===== src/rtl/falafel_mem_arbiter.sv =====
// Round-robin arbiter sharing one memory port between falafel clients.
// Read responses return in order and are steered by an in-order ID FIFO.
package falafel_pkg;
  localparam int DATA_W = 32;
endpackage

module falafel_mem_arbiter
  import falafel_pkg::*;
#(
  parameter int NUM_CLIENTS     = 2,
  parameter int MAX_OUTSTANDING = 4
) (
  input  logic                              clk_i,
  input  logic                              rst_i,
  input  logic [NUM_CLIENTS-1:0]             cl_req_val_i,
  output logic [NUM_CLIENTS-1:0]             cl_req_rdy_o,
  input  logic [NUM_CLIENTS-1:0]             cl_req_is_write_i,
  input  logic [NUM_CLIENTS-1:0][DATA_W-1:0] cl_req_addr_i,
  input  logic [NUM_CLIENTS-1:0][DATA_W-1:0] cl_req_data_i,
  output logic [NUM_CLIENTS-1:0]             cl_resp_val_o,
  input  logic [NUM_CLIENTS-1:0]             cl_resp_rdy_i,
  output logic [DATA_W-1:0]                  cl_resp_data_o,
  output logic                              mem_req_val_o,
  input  logic                              mem_req_rdy_i,
  output logic                              mem_req_is_write_o,
  output logic [DATA_W-1:0]                  mem_req_addr_o,
  output logic [DATA_W-1:0]                  mem_req_data_o,
  input  logic                              mem_resp_val_i,
  output logic                              mem_resp_rdy_o,
  input  logic [DATA_W-1:0]                  mem_resp_data_i,
  output logic                              err_o
);

  localparam int ID_W  = $clog2(NUM_CLIENTS);
  localparam int PTR_W = $clog2(MAX_OUTSTANDING);
  localparam int CNT_W = PTR_W + 1;

  typedef enum logic {IDLE, ISSUE} state_e;

  state_e            state_q;
  logic [ID_W-1:0]   rr_q;
  logic [ID_W-1:0]   win_q;
  logic [ID_W-1:0]   win_d;
  logic              is_write_q;
  logic [DATA_W-1:0] addr_q;
  logic [DATA_W-1:0] data_q;
  logic [ID_W-1:0]   fifo_q [MAX_OUTSTANDING];
  logic [PTR_W-1:0]  wr_q;
  logic [PTR_W-1:0]  rd_q;
  logic [CNT_W-1:0]  cnt_q;
  logic              err_q;

  logic [NUM_CLIENTS-1:0] elig;
  logic                   found;
  logic                   grant;
  logic                   push;
  logic                   pop;
  logic                   nonempty;
  logic [ID_W-1:0]        head;

  function automatic logic [ID_W-1:0] wrap_add(
    input logic [ID_W-1:0] base,
    input int              off
  );
    int s;
    s = (int'(base) + off) % NUM_CLIENTS;
    return ID_W'(s);
  endfunction

  // Reads need a free FIFO slot; writes never produce a response.
  always_comb begin
    for (int i = 0; i < NUM_CLIENTS; i++) begin
      elig[i] = cl_req_val_i[i] &
        (cl_req_is_write_i[i] |
         (cnt_q < CNT_W'(MAX_OUTSTANDING)));
    end
  end

  always_comb begin
    found = 1'b0;
    win_d = rr_q;
    for (int k = 0; k < NUM_CLIENTS; k++) begin
      if (!found && elig[wrap_add(rr_q, k)]) begin
        found = 1'b1;
        win_d = wrap_add(rr_q, k);
      end
    end
  end

  assign grant = (state_q == IDLE) & found;

  always_comb begin
    for (int i = 0; i < NUM_CLIENTS; i++) begin
      cl_req_rdy_o[i] = grant & (win_d == ID_W'(i));
    end
  end

  assign head     = fifo_q[rd_q];
  assign nonempty = (cnt_q != '0);

  always_comb begin
    for (int i = 0; i < NUM_CLIENTS; i++) begin
      cl_resp_val_o[i] = mem_resp_val_i & nonempty &
                         (head == ID_W'(i));
    end
  end

  assign cl_resp_data_o = mem_resp_data_i;
  assign mem_resp_rdy_o = nonempty & cl_resp_rdy_i[head];
  assign pop  = mem_resp_val_i & mem_resp_rdy_o;
  assign push = grant & ~cl_req_is_write_i[win_d];

  always_ff @(posedge clk_i) begin
    if (rst_i) begin
      state_q    <= IDLE;
      rr_q       <= '0;
      win_q      <= '0;
      is_write_q <= 1'b0;
      addr_q     <= '0;
      data_q     <= '0;
      wr_q       <= '0;
      rd_q       <= '0;
      cnt_q      <= '0;
      err_q      <= 1'b0;
    end else begin
      case (state_q)
        IDLE: begin
          if (grant) begin
            is_write_q <= cl_req_is_write_i[win_d];
            addr_q     <= cl_req_addr_i[win_d];
            data_q     <= cl_req_data_i[win_d];
            win_q      <= win_d;
            state_q    <= ISSUE;
          end
        end
        ISSUE: begin
          if (mem_req_rdy_i) begin
            rr_q    <= wrap_add(win_q, 1);
            state_q <= IDLE;
          end
        end
      endcase
      if (push) begin
        fifo_q[wr_q] <= win_d;
        wr_q         <= wr_q + PTR_W'(1);
      end
      if (pop) begin
        rd_q <= rd_q + PTR_W'(1);
      end
      cnt_q <= cnt_q + CNT_W'(push) - CNT_W'(pop);
      if (mem_resp_val_i & ~nonempty) begin
        err_q <= 1'b1;
      end
    end
  end

  assign mem_req_val_o      = (state_q == ISSUE);
  assign mem_req_is_write_o = is_write_q;
  assign mem_req_addr_o     = addr_q;
  assign mem_req_data_o     = data_q;
  assign err_o              = err_q;

endmodule


===== config.mk =====
export PLATFORM = sky130hd
export DESIGN_NAME = falafel_mem_arbiter
export DESIGN_NICKNAME = d
export VERILOG_FILES = /design/src/rtl/falafel_mem_arbiter.sv
export SDC_FILE = /design/constraint.sdc
export NUM_CORES = 1
export LEC_CHECK = 0
export ABC_AREA = 1
export CAP_MARGIN = 20
export CORE_ASPECT_RATIO = 0.7
export CORE_UTILIZATION = 37
export DETAILED_ROUTE_END_ITERATION = 10
export PLACE_DENSITY = 0.92
export SLEW_MARGIN = 5
export SYNTH_ARGS = -nofsm -noshare
export SYNTH_HDL_FRONTEND = slang
export SYNTH_SLANG_ARGS = --single-unit

===== constraint.sdc =====
create_clock -name clk_i -period 2.4 [get_ports clk_i]
set_clock_uncertainty 0.1 [all_clocks]
set_input_delay 0.36 -clock clk_i [delete_from_list [all_inputs] [get_ports clk_i]]
set_output_delay 0.36 -clock clk_i [all_outputs]
set_load 0.02 [all_outputs]

After elaboration in Yosys (flattened, before gate mapping)
Memory sizes are Yosys's and may differ from the RTL's. A register that Yosys moved wholly into a read port is not among the register bits.
Cells that the tools add are included.
- flip-flop bits (word level): 76
- memories kept: 1
- bits in writable memories: 4
- word-level logic and storage cells: 69
- memories (name ; depth ; width ; read ports ; clocked after Yosys merged registers in ; write ports ; RTL line ; RTL):
    fifo_q ; 4 ; 1 ; 1 ; 1 ; 1 ; 47 ; logic [ID_W-1:0] fifo_q [MAX_OUTSTANDING];
- bitwise logic cells: 19
- magnitude comparators: 5
- $add $sub $neg: 6
- multiplexer cells: 23
- reductions and logical operators: 5
- operators with widths (cell ; count):
    2-to-1 mux 32 bit ; 4
    2-to-1 mux 1 bit ; 16
    AND 1 bit ; 12
    < comparator 1 x 2 -> 1 bit, second input constant ; 4
    inverter 1 bit ; 5
    adder 2 x 1 -> 2 bit, second input constant ; 2
    2-to-1 mux 2 bit ; 2
    AND reduction 2 bit ; 2
    adder 3 x 1 -> 3 bit ; 1
    < comparator 3 bit, second input constant ; 1
    nonzero test 3 bit ; 1
    subtractor 3 x 1 -> 3 bit ; 1
    adder 1 bit, second input constant ; 2
    OR 1 bit ; 2
    one-hot mux 1 bit (2 select lines) ; 1
    logical AND 1 bit ; 1
    logical NOT 1 bit ; 1

Depth between registers and ports, before layout
- depth after elaboration: 16
- depth in mapped cells: 15
- depth with buffers taken out: 15

Least setup slack after synthesis
No wires, ideal clock.
- path type: input to register
- start: input cl_req_is_write_i[1]
- end: register cnt_q[2]
- setup slack: 284 ps
- stages: 14
- library setup time: 70 ps
- path buffers: 0
- data arrival time: 1946 ps
- data required time: 2230 ps
- cells stage by stage: inv_1 -> nand2_1 -> nand2_1 -> nand2_1 -> nand2_2 -> inv_1 -> nand3_1 -> ha_1 -> inv_1 -> ha_1 -> fa_1 -> inv_1 -> o21ai_0 -> a21oi_1
- cells in the longest elaborated chain, start to end: 14
- elaborated cells between the ends (all ways): 18
- classes of those cells: add/sub: 2; mux: 9; bitwise: 5; reduce/logical: 2
- RTL lines (what ; RTL line ; RTL):
    from (decl) ; 17 ; input logic [NUM_CLIENTS-1:0] cl_req_is_write_i,
    OR 1 bit ; 74 ; (cl_req_is_write_i[i] |
    AND 1 bit ; 73 ; elig[i] = cl_req_val_i[i] &
    2-to-1 mux 1 bit (implied by the code) (2 in series) ; 83 ; if (!found && elig[wrap_add(rr_q, k)]) begin
    2-to-1 mux 1 bit ; 83 ;
    logical NOT 1 bit ; 83 ;
    logical AND 1 bit ; 83 ;
    2-to-1 mux 1 bit ; 83 ;
    2-to-1 mux 1 bit (implied by the code) (2 in series) ; 111 ; assign push = grant & ~cl_req_is_write_i[win_d];
    inverter 1 bit ; 111 ;
    AND 1 bit (*) ; 111 ;
    adder 3 x 1 -> 3 bit (*) ; 150 ; cnt_q <= cnt_q + CNT_W'(push) - CNT_W'(pop);
    subtractor 3 x 1 -> 3 bit (*) ; 150 ;
    to (signal assigned) ; 150 ;
    to (decl) ; 50 ; logic [CNT_W-1:0] cnt_q;
Mark *: on every way between the ends. The rest lies on a longest branch, timed or not. The select of a mux whose other input is x is not followed.
A chain may end at the register's enable or synchronous reset.

Final worst setup path
- start: input cl_req_val_i[0]
- end: register cnt_q[2]
- cells in the longest elaborated chain, start to end: 13
- elaborated cells between the ends (all ways): 17
- classes of those cells: add/sub: 2; mux: 9; bitwise: 4; reduce/logical: 2
- RTL lines (what ; RTL line ; RTL):
    from (decl) ; 15 ; input logic [NUM_CLIENTS-1:0] cl_req_val_i,
    AND 1 bit (*) ; 73 ;
    2-to-1 mux 1 bit (implied by the code) (2 in series) ; 83 ;
    2-to-1 mux 1 bit ; 83 ;
    logical NOT 1 bit ; 83 ;
    logical AND 1 bit ; 83 ;
    2-to-1 mux 1 bit ; 83 ;
    2-to-1 mux 1 bit (implied by the code) (2 in series) ; 111 ;
    inverter 1 bit ; 111 ;
    AND 1 bit (*) ; 111 ;
    adder 3 x 1 -> 3 bit (*) ; 150 ;
    subtractor 3 x 1 -> 3 bit (*) ; 150 ;
Marked as above.

==> metrics.md <==
| Metric | Value |
|---|---|
| Count of flip-flops with a built-in enable after synthesis | 4 |
| Clk sink count | between 80 and 90 |
| Count of routing violations after the opening detailed-route iteration | 95 |
| Worst slew margin relative to its limit | 0.6838 |
| Clock slew at reported path FFs | approximately 60 ps |
| Number of different library cells in the post-synthesis netlist | 26 |
| Share of final-layout standard cells stronger than drive strength 1 | 0.1856 |
| Final Cell Area | ~6600 sq um |
| Port Buffer Count | 209 |
| Leading cell type in the layout, fill and taps excluded | nand2_1 |
| Area post-placement | about 6200 sq um |
| Number of max-slew violations in the final report | 0 |
| Top_reg_cell synth | dfxtp_1 |
| Die width | 130.2 microns |
| Clock period minus final worst setup slack | between 2000 and 2500 ps |
| # Max-Cap Violations | 0 |
| Run status | finished clean |
| Floorplan core area | roughly 11,000 sq um |
| Post-Syn Nets | approximately 750 |
| Share of flip-flops with an asynchronous set or reset after synthesis | 0 |
| Number of buffers added to fix hold violations after cts | 0 |
| Maximum number of pins on one net before global-route repair | 40 |
| Kind of end point of the critical path | register |
| Drt first pass iters | 4 |
| Maximum clock path buffer count | 2 |
| Overall routing resource usage | 0.1949 |
| Initial cell density of the core | 0.3840 |
| Total vias in the final route | around 4,100 |
| Cts bufs inserted | 9 |
| Power density over the cells | roughly 730 nW/um^2 |
| Area used by multi-input combinational logic | 2039 sq um |
| Die area | 11,950 sq um |
| Via count of the first global-routing pass | 3,892 |
| Cell accounting for the most synthesized area | dfxtp_1 |
| Total count of hold-check failures in the final report | 0 |
| Die Height | slightly above 90 microns |
| Total power of the final layout | about 4.8 mW |
| Register area | between 1500 and 2000 sq um |
| Maximum clock frequency | between 0.4 and 0.5 GHz |
| Vias per std cell | approximately 4.5 |
| Initial antenna violation count | 0 |
| Post-synthesis register bit count | 82 |
| Routed wire length | ~12 mm |
| Gate count after technology mapping | about 570 |
| CP max FO | 3 |
| Number of I/O pins | 274 |
| Number of inserted filler cells in the final layout | approximately 990 |
| Static leakage | around 2.9 nW |
| Count of inserted antenna diode cells | 0 |
| Most frequent cells in the layout | nand2_1, clkdlybuf4s50_1, dfxtp_1 |
| Final setup fails | 0 |
| Antenna Violating Nets Remaining | 0 |
| Unrepaired setup endpoints after global routing | yes |
| Post-layout net count | 921 |
| First-pass GRT wire length | 18.02 mm |
| Signal arrival time at the worst endpoint | between 2000 and 3000 ps |
| Row cnt | 32 |
| Global placer's final weighted congestion | 0.7969 |
| Top post-synthesis cells by area | dfxtp_1, nand2_1, a21oi_2 |
| Total overflow reported by the global router | 0 |
| HPWL reported at the end of detailed placement | 8.914 mm |
| Critical Path Source Type | input port |
| Required time of the critical path | about 2600 ps |
| CTS H-tree lvls | 3 |
| Synth Cell Area | ~4300 sq um |
| Area Growth Syn to Fin | 55.05% |
| Start-to-end type of the worst setup path | in -> reg |
| TritonCTS clock tree | yes |
| Average size of a mapped cell | 7.498 sq um |
| Final worst-path cycle share | 0.9890 |
| Share of the yosys chip area belonging to registers | 0.3948 |
| Detailed-route wire length per cell | roughly 13 microns |
| Share of the synthesized area in the top cell type | 0.3666 |
| Hold Path Class | in -> reg |
| Clock latency of the later-clocked register in the worst-skew pair | between 300 and 400 ps |
| YS warnings | 0 |
| Worst supply voltage drop on vdd | 363.0 uV |
| Worst-margin pin slew | between 400 and 500 ps |
| Clock tree root driver cell | clkbuf_16 |
| Post-route DRC violation count | 0 |
==> worst max-delay path, stage by stage <==
cell and delay (ps):
clkdlybuf4s50_1 490, a21boi_2 220, nand2_2 110, nand3_2 100, nand3_2 100, ha_1 280
inv_1 40, ha_1 180, fa_1 350, inv_1 70, o21ai_0 80, a21oi_1 140
==> synthesized netlist by cell type (2+ instances only) <==
cell	number
nor2_1	39
nand3_1	8
buf_6	15
nand2_2	4
ha_1	6
xor2_1	2
clkbuf_1	8
nand2_1	218
a21oi_1	20
buf_2	5
buf_4	33
a21oi_2	50
edfxtp_1	4
dfxtp_1	78
o21ai_0	2
inv_1	26
nor3_1	2
nor2_2	40
==> through the flow <==
stage | setup slack [ps] | hold WS (ps) | util | TNS (ps) | instances
floorplan | 284.1 | 338.9 | - | 0 | 568
global placement | -242.1 | 336.3 | 0.5620 | -1612 | 884
detailed placement | -354.2 | 359.5 | 0.5620 | -5207 | 884
CTS | 3.626 | 277.3 | 0.5925 | 0 | 901
global route | -169.7 | 281.8 | 0.5954 | -348.8 | 902
finish | 26.42 | 291.5 | 0.5954 | 0 | 902
==> layer usage <==
metal,up-vias,wire [microns],share of wire,track usage
li1,2074,-,-,-
met1,1789,4795,0.40,0.2079
met4,0,188,0.016,0.05717
met5,-,0,0,0
met3,20,1355,0.11,0.08751
met2,191,5635,0.47,0.3426
==> path summary, 6_finish.rpt <==
path	startpoint	end	slack (ps)	cells past startpoint
worst max-delay path	cl_req_val_i[0]	cnt_q[2]	30	12
worst min-delay path	rst_i	mem_req_addr_o[7]	290	2
worst max register to register	cnt_q[2]	cnt_q[2]	30	12
worst min register to register	err_o	err_o	370	2
==> power by group <==
group / internal (mW) / leakage, nW / switching, mW / total (mW)
clock network: 0.936 / 0.156 / 0.532 / 1.47
logic: 0.802 / 2.03 / 0.900 / 1.70
registers: 1.55 / 0.678 / 0.105 / 1.66
total: 3.29 / 2.86 / 1.54 / 4.83
==> cell families (layout without fill, tap and decap cells) <==
| family | Yosys count | after routing | share of synthesized area |
|---|---|---|---|
| and+or+nand+nor | 315 | 315 | 0.3111 |
| buffers and inverters | 87 | 268 | 0.1337 |
| DFF | 82 | 82 | 0.3948 |
| AOI/OAI and AO/OA | 75 | 75 | 0.1340 |
| adders and majority gates | 7 | 7 | 0.02233 |
| xor gates and xnor gates | 2 | 2 | 0.004114 |
==> sequential cells by signal (all words and copies together), names as in the netlist, named ones only <==
| register | cells |
|---|---|
| win_q | 1 |
| cnt_q | 3 |
| rd_q | 2 |
| wr_q | 2 |
| err_o | 1 |
| mem_req_is_write_o | 1 |
| rr_q | 1 |
| mem_req_addr_o | 32 |
| mem_req_data_o | 32 |
| mem_req_val_o | 1 |
| fifo_q | 4 |
==> cell type report <==
type                            count  share of cell area
Tap cell                          153             0.02899
Timing Repair Buffer              226              0.3443
Sequential cell                    82              0.2546
Clock buffer                       11             0.03676
Inverter                           26             0.01478
Clock inverter                      5             0.01175
Multi-Input combinational cell    399              0.3088
==> repair_timing <==
| item | in CTS | in global routing |
|---|---|---|
| setup buffers | 1 | 1 |
| pin swaps | 1 | 2 |
| gates resized for setup | 4 | 10 |
| endpoints found under the setup margin | 3 | 6 |
(Power assumes the default switching activity.)
